## config.mk

```make
export PLATFORM = sky130hd
export DESIGN_NAME = acc_unit
export DESIGN_NICKNAME = d
export VERILOG_FILES = /design/src/rtl/acc_pkg.sv /design/src/rtl/acc_mul_seq.sv /design/src/rtl/acc_unit.sv
export SDC_FILE = /design/constraint.sdc
export NUM_CORES = 1
export LEC_CHECK = 0
export CAP_MARGIN = 30
export CORE_UTILIZATION = 54
export DETAILED_ROUTE_END_ITERATION = 8
export HOLD_SLACK_MARGIN = 0.1
export PLACE_DENSITY = 0.82
export SLEW_MARGIN = 20
export SYNTH_ARGS = -nofsm -noshare
export SYNTH_HDL_FRONTEND = slang
export SYNTH_SLANG_ARGS = --single-unit
```

## constraint.sdc

```tcl
create_clock -name clk -period 4.77 [get_ports clk]
set_clock_uncertainty 0.05 [all_clocks]
set_input_delay 0.954 -clock clk [delete_from_list [all_inputs] [get_ports clk]]
set_output_delay 0.954 -clock clk [all_outputs]
set_load 0.03 [all_outputs]
```

## src/rtl/acc_pkg.sv

```systemverilog
// acc_pkg: shared types and constants for the accumulator slice.
//   ACC_W       datapath width of A and B (fixed at 8 by the zero detector)
//   op_t        operation codes 000..111
//   acc_state_t control states of the multiply sequencer
//   MUL_CYCLES  iteration count of the shift-add multiply
//   acc_alu     single-cycle result {C, A} for every non-multiply op
package acc_pkg;

  localparam int ACC_W      = 8;
  localparam int MUL_CYCLES = 8;

  typedef enum logic [2:0] {
    OP_LOAD = 3'b000,
    OP_ADD  = 3'b001,
    OP_SUB  = 3'b010,
    OP_AND  = 3'b011,
    OP_OR   = 3'b100,
    OP_XOR  = 3'b101,
    OP_SHL  = 3'b110,
    OP_MUL  = 3'b111
  } op_t;

  typedef enum logic {
    ST_IDLE = 1'b0,
    ST_MUL  = 1'b1
  } acc_state_t;

  // Returns {C, A}. OP_MUL is not computed here; it returns the inputs
  // unchanged so the caller gets NOP behaviour for free.
  function automatic logic [ACC_W:0] acc_alu(input op_t op,
                                             input logic [ACC_W-1:0] a,
                                             input logic [ACC_W-1:0] b,
                                             input logic c_in);
    logic [ACC_W:0] res;
    res = {c_in, a};
    case (op)
      OP_LOAD: res = {1'b0, b};
      OP_ADD:  res = {1'b0, a} + {1'b0, b};
      // 9-bit difference: bit 8 is set exactly when a < b
      OP_SUB:  res = {1'b0, a} - {1'b0, b};
      OP_AND:  res = {1'b0, a & b};
      OP_OR:   res = {1'b0, a | b};
      OP_XOR:  res = {1'b0, a ^ b};
      OP_SHL:  res = {a, 1'b0};
      OP_MUL:  res = {c_in, a};
      default: res = {c_in, a};
    endcase
    return res;
  endfunction

endpackage

```

## src/rtl/acc_mul_seq.sv

```systemverilog
// acc_mul_seq: 8-iteration shift-add multiplier (LSB-first).
//   clk, rst_n  clock, async active-low reset
//   start       latch operands and clear counter/partial product
//   run         iterate one multiplier bit this cycle
//   mcand       multiplicand (A at accept)
//   mplier      multiplier (B at accept)
//   product     partial product after the current iteration (combinational)
//   finish      high during the last iteration; product is then final
module acc_mul_seq
  import acc_pkg::*;
(
  input  logic                 clk,
  input  logic                 rst_n,
  input  logic                 start,
  input  logic                 run,
  input  logic [ACC_W-1:0]     mcand,
  input  logic [ACC_W-1:0]     mplier,
  output logic [2*ACC_W-1:0]   product,
  output logic                 finish
);

  logic [2*ACC_W-1:0] mcand_r;
  logic [2*ACC_W-1:0] prod_r;
  logic [ACC_W-1:0]   mplier_r;
  logic [2:0]         cnt_r;
  logic [2*ACC_W-1:0] prod_nxt_s;

  // Add the shifted multiplicand when the current multiplier bit is set
  always_comb begin
    prod_nxt_s = prod_r;
    if (mplier_r[0]) begin
      prod_nxt_s = prod_r + mcand_r;
    end else begin
      prod_nxt_s = prod_r;
    end
  end

  // Operand latch and iteration registers
  always_ff @(posedge clk or negedge rst_n) begin
    if (!rst_n) begin
      mcand_r  <= {(2*ACC_W){1'b0}};
      prod_r   <= {(2*ACC_W){1'b0}};
      mplier_r <= {ACC_W{1'b0}};
      cnt_r    <= 3'd0;
    end else if (start) begin
      mcand_r  <= {{ACC_W{1'b0}}, mcand};
      prod_r   <= {(2*ACC_W){1'b0}};
      mplier_r <= mplier;
      cnt_r    <= 3'd0;
    end else if (run) begin
      prod_r   <= prod_nxt_s;
      mcand_r  <= mcand_r << 1;
      mplier_r <= mplier_r >> 1;
      // wraps 7 -> 0 on the final iteration, leaving it ready for the next run
      cnt_r    <= cnt_r + 3'd1;
    end
  end

  assign product = prod_nxt_s;
  assign finish  = run && (cnt_r == 3'(MUL_CYCLES - 1));

endmodule

```

## src/rtl/acc_unit.sv

```systemverilog
// acc_unit: 8-bit accumulator stage feeding the zero detector.
//   clk, rst_n  clock, async active-low reset
//   op_valid    command present
//   op_ready    unit can accept (decode of IDLE state, no op_valid path)
//   op          operation code (see acc_pkg::op_t)
//   B_in        operand, sampled at accept
//   A_out       accumulator register
//   C_out       carry/borrow/overflow flag register
//   done        one-cycle pulse when a result lands in A_out
// Build option: define ACC_MUL_EN for the 8-cycle shift-add multiply;
// without it op 111 is a single-cycle NOP and op_ready is tied high.
module acc_unit
  import acc_pkg::*;
#(
  parameter int WIDTH = ACC_W
) (
  input  logic             clk,
  input  logic             rst_n,
  input  logic             op_valid,
  output logic             op_ready,
  input  logic [2:0]       op,
  input  logic [WIDTH-1:0] B_in,
  output logic [WIDTH-1:0] A_out,
  output logic             C_out,
  output logic             done
);

  logic [WIDTH-1:0] a_r, a_nxt_s;
  logic             c_r, c_nxt_s;
  logic             done_r, done_nxt_s;
  logic             accept_s;
  logic [WIDTH:0]   alu_s;

  assign accept_s = op_valid && op_ready;

`ifdef ACC_MUL_EN
  acc_state_t           state_r, state_nxt_s;
  logic                 mul_start_s;
  logic                 mul_run_s;
  logic                 mul_last_s;
  logic [2*WIDTH-1:0]   mul_prod_s;

  assign op_ready  = (state_r == ST_IDLE);
  assign mul_run_s = (state_r == ST_MUL);

  acc_mul_seq u_mul_seq (
    .clk     (clk),
    .rst_n   (rst_n),
    .start   (mul_start_s),
    .run     (mul_run_s),
    .mcand   (a_r),
    .mplier  (B_in),
    .product (mul_prod_s),
    .finish  (mul_last_s)
  );

  // Next-state and next-result decode; A/C hold while a multiply runs
  always_comb begin
    a_nxt_s     = a_r;
    c_nxt_s     = c_r;
    done_nxt_s  = 1'b0;
    state_nxt_s = state_r;
    mul_start_s = 1'b0;
    alu_s       = acc_alu(op_t'(op), a_r, B_in, c_r);
    case (state_r)
      ST_IDLE: begin
        if (accept_s && (op_t'(op) == OP_MUL)) begin
          mul_start_s = 1'b1;
          state_nxt_s = ST_MUL;
        end else if (accept_s) begin
          a_nxt_s    = alu_s[WIDTH-1:0];
          c_nxt_s    = alu_s[WIDTH];
          done_nxt_s = 1'b1;
        end else begin
          done_nxt_s = 1'b0;
        end
      end
      ST_MUL: begin
        if (mul_last_s) begin
          a_nxt_s     = mul_prod_s[WIDTH-1:0];
          c_nxt_s     = |mul_prod_s[2*WIDTH-1:WIDTH];
          done_nxt_s  = 1'b1;
          state_nxt_s = ST_IDLE;
        end else begin
          state_nxt_s = ST_MUL;
        end
      end
      default: state_nxt_s = ST_IDLE;
    endcase
  end

  // Control state register
  always_ff @(posedge clk or negedge rst_n) begin
    if (!rst_n) begin
      state_r <= ST_IDLE;
    end else begin
      state_r <= state_nxt_s;
    end
  end
`else
  assign op_ready = 1'b1;

  // Single-cycle decode; op 111 falls through acc_alu as a NOP that still pulses done
  always_comb begin
    a_nxt_s    = a_r;
    c_nxt_s    = c_r;
    done_nxt_s = 1'b0;
    alu_s      = acc_alu(op_t'(op), a_r, B_in, c_r);
    if (accept_s) begin
      a_nxt_s    = alu_s[WIDTH-1:0];
      c_nxt_s    = alu_s[WIDTH];
      done_nxt_s = 1'b1;
    end else begin
      done_nxt_s = 1'b0;
    end
  end
`endif

  // Accumulator, flag and done registers
  always_ff @(posedge clk or negedge rst_n) begin
    if (!rst_n) begin
      a_r    <= {WIDTH{1'b0}};
      c_r    <= 1'b0;
      done_r <= 1'b0;
    end else begin
      a_r    <= a_nxt_s;
      c_r    <= c_nxt_s;
      done_r <= done_nxt_s;
    end
  end

  assign A_out = a_r;
  assign C_out = c_r;
  assign done  = done_r;

endmodule

```

==> results.sh <==
export IMPL_grt_max_degree=28
export IMPL_portBuffers=23
export IMPL_wl_per_cell_um=17.8
export IMPL_grt_antenna_before_repair=0
export IMPL_criticalPathCategory="in2reg"
export IMPL_yosysTopAreaCellShare_pct=20.5
export IMPL_period_needed_ns=3.74
export IMPL_synth_flop_cell="dfrtp_1"
export IMPL_synth_distinct_cells=52
export IMPL_synth_top_cell_by_area="ha_1"
export IMPL_slowest_stage="or4_1"
export IMPL_fin_ws_ns=1.03
export IMPL_rr_startpoint="A_out[0]$_DFFE_PN0P_"
export IMPL_period_share_pct=78.5
export IMPL_setup_viol=0
export IMPL_power_density_nw_per_um2=315
export IMPL_max_stage_delay_ns=0.50
export IMPL_cts_setup_buffers=0
export IMPL_synthTopCellsByCount="25 x ha_1, 19 x inv_1, 15 x nand2_1, 15 x o21ai_0, 11 x nor2_1"
export IMPL_nFillCells=209
export IMPL_htree_levels=1
export IMPL_die_area_sq_um=3050
export IMPL_max_freq_mhz=267
export IMPL_swShare_pct=46.6
export IMPL_placed_area_sq_um=1760
export IMPL_ys_seq_area_share_pct=16.4
export IMPL_final_area_sq_um=1800
export IMPL_drc=0
export IMPL_firstDrtPassIters=5
export IMPL_p_leak_nw=0.798
export IMPL_cts_buffers=3
export IMPL_p_seq_share_pct=23.1
export IMPL_grt_pass1_vias=1597
export IMPL_hold_buffers=0
export IMPL_synth_seq_cells=10
export IMPL_holdCritPathClass="reg2reg"
export IMPL_start_util_pct=59.6
export IMPL_cts_root_buf="clkbuf_4"
export IMPL_startpoint="op[1]"
export IMPL_ys_async_sr_fraction_pct=100
export IMPL_first_iter_violations=80
export IMPL_final_seq_area_sq_um=250
export IMPL_hold_viol=0
export IMPL_clkTransAtPathRegs_ns=0.08
export IMPL_grt_pass1_wl_um=7370
export IMPL_layout_drive_gt1_share_pct=6.45
export IMPL_ant_nets=0
export IMPL_critPathLaunchType="input pin"
export IMPL_num_vias=1637
export IMPL_tightest_slew_ns=0.542
export IMPL_clk_path_buf_depth=2
export IMPL_ios=25
export IMPL_postSynthCellCount=198
export IMPL_grt_overflow=0
export IMPL_area_delta_synth_final_pct=17.6
export IMPL_synth_most_common_cell="ha_1"
export IMPL_cp_buffers_inverters=2
export IMPL_rsz0062_at_grt="false"
export IMPL_final_nets=258
export IMPL_clock_power_share_pct=14.8
export IMPL_diodes=0
export IMPL_syn_area_per_cell_sq_um=7.72
export IMPL_grt_usage_pct=30.0
export IMPL_syn_nets=238
export IMPL_synth_edff_count=0
export IMPL_setup_tns_ns=0
export IMPL_min_from="C_out$_DFFE_PN0P_"
export IMPL_p_int_uw=302
export IMPL_dp_slack_ns=0.800
export IMPL_multi_input_area_sq_um=1150
export IMPL_cts_tree="built"
export IMPL_vias_per_cell=6.63
export IMPL_row_count=18
export IMPL_worstPathMaxFanout=23
export IMPL_switching_power_uw=264
export IMPL_p_comb_share_pct=62.1
export IMPL_die_y_um=55.2
export IMPL_cp_top_family="simple AND/OR/NAND/NOR gates"
export IMPL_fp_coreArea_sq_um=2570
export IMPL_slew_headroom_pct=63.8
export IMPL_gp_congestion=0.933
export IMPL_status="finished clean"
export IMPL_cts_sinks=10
export IMPL_dieWidth_um=55.2
export IMPL_path_cells="clkdlybuf4s50_1 > buf_4 > nand2b_1 > nor2_2 > mux2i_1 > ha_1 > nor2b_1 > o31a_1 > or4_1 > a31oi_1"
export IMPL_cp_arrival_ns=3.90
export IMPL_endpoint_kind="register"
export IMPL_cp_required_ns=4.93
export IMPL_syn_area_sq_um=1530
export IMPL_cts_repair_resized=0
export IMPL_slew_violations=0
export IMPL_synth_area_top_cells="ha_1 20%, dfrtp_1 16%, o21ai_0 4.9%"
export IMPL_drt_wl_total_um=4390
export IMPL_ir_drop_v=0.000254
export IMPL_ys_warn_count=0
export IMPL_maxCapViolations=0
export IMPL_clock_latency_ns=0.28
export IMPL_dp_hpwl_um=3290
## worst min-delay path, cell delays in order (launching register included)
cell	delay [ns]
dfrtp_1	0.36
o22ai_1	0.09
a31oi_1	0.14
## stage by stage
step | cells | utilization, % | hold slack (ns) | total power, mW
final | 247 | 70.0 | 0.586 | 0.566
after global placement | 243 | 68.6 | 0.531 | 0.456
after global routing | 247 | 70.0 | 0.657 | 0.603
after detailed placement | 243 | 68.6 | 0.570 | 0.474
after floorplan | 198 | - | 0.608 | 0.362
after CTS | 247 | 70.0 | 0.590 | 0.561
## cells by family after synthesis
kind of cell    count (synthesis)  synth area share, %
mux                             2                 1.31
flops                          10                 16.4
simple gates                   54                 17.9
fa+ha+maj                      26                 21.8
buf+inv                        30                 8.43
compound gates                 65                 28.2
other cells                     1                0.245
xor+xnor                       10                 5.73
## sequential cells by signal (all words and copies together), names as in the netlist
signal  count
done        1
C_out       1
A_out       8
## power groups by stage
| stage | sequential (mW) | combinational, mW | clock (mW) |
|---|---|---|---|
| after floorplan | 0.158 | 0.205 | 0 |
| after global placement | 0.130 | 0.326 | 0 |
| after detailed placement | 0.132 | 0.342 | 0 |
| after CTS | 0.130 | 0.345 | 0.0858 |
| after global routing | 0.134 | 0.383 | 0.0866 |
| final | 0.131 | 0.352 | 0.0835 |
## cell usage in the layout, fill, tap and decap left out, types with 2 or more instances in the layout
cell type / synthesis / routed
ha_1: 25 / 25
clkdlybuf4s50_1: 0 / 23
inv_1: 19 / 19
nand2_1: 15 / 15
o21ai_0: 15 / 15
nor2_1: 11 / 11
dfrtp_1: 10 / 10
a21oi_1: 10 / 10
xnor2_1: 8 / 8
a31oi_1: 8 / 8
nand3_1: 6 / 6
o22ai_1: 5 / 5
nor3_1: 4 / 4
o211ai_1: 4 / 4
clkbuf_4: 0 / 3
buf_4: 2 / 3
mux2i_1: 2 / 2
a311oi_1: 2 / 2
a211oi_1: 2 / 2
o21ai_1: 2 / 2
or2_2: 2 / 2
nor2b_1: 2 / 2
o21a_1: 2 / 2
a21o_1: 2 / 2
or3_1: 2 / 2
xor2_1: 2 / 2
o221ai_1: 2 / 2
## area by class of cell
class | count | share of cell area [%]
Sequential cell | 10 | 13.9
Clock buffer | 4 | 2.02
Multi-Input combinational cell | 158 | 64.0
Inverter | 19 | 3.97
Tap cell | 30 | 2.09
Timing Repair Buffer | 26 | 14.1
## final timing paths
check / slack, ns / to / cells past startpoint
max: 1.03 / A_out[3]$_DFFE_PN0P_ / 10
min: 0.59 / C_out$_DFFE_PN0P_ / 2
max reg2reg: 2.44 / C_out$_DFFE_PN0P_ / 9
min reg2reg: 0.59 / C_out$_DFFE_PN0P_ / 2
max in group asynchronous: 3.34 / A_out[4]$_DFFE_PN0P_ / 1
min in group asynchronous: 0.96 / done$_DFF_PN0_ / 1
## layer usage
metal | up-vias | track usage [%] | wire length (um)
met2 | 92 | 49.7 | 2050
met3 | 14 | 6.56 | 375
met5 | - | 0 | 0
met4 | 0 | 5.71 | 79
li1 | 761 | - | -
met1 | 770 | 40.1 | 1890
Power figures use the tool's default switching activity.
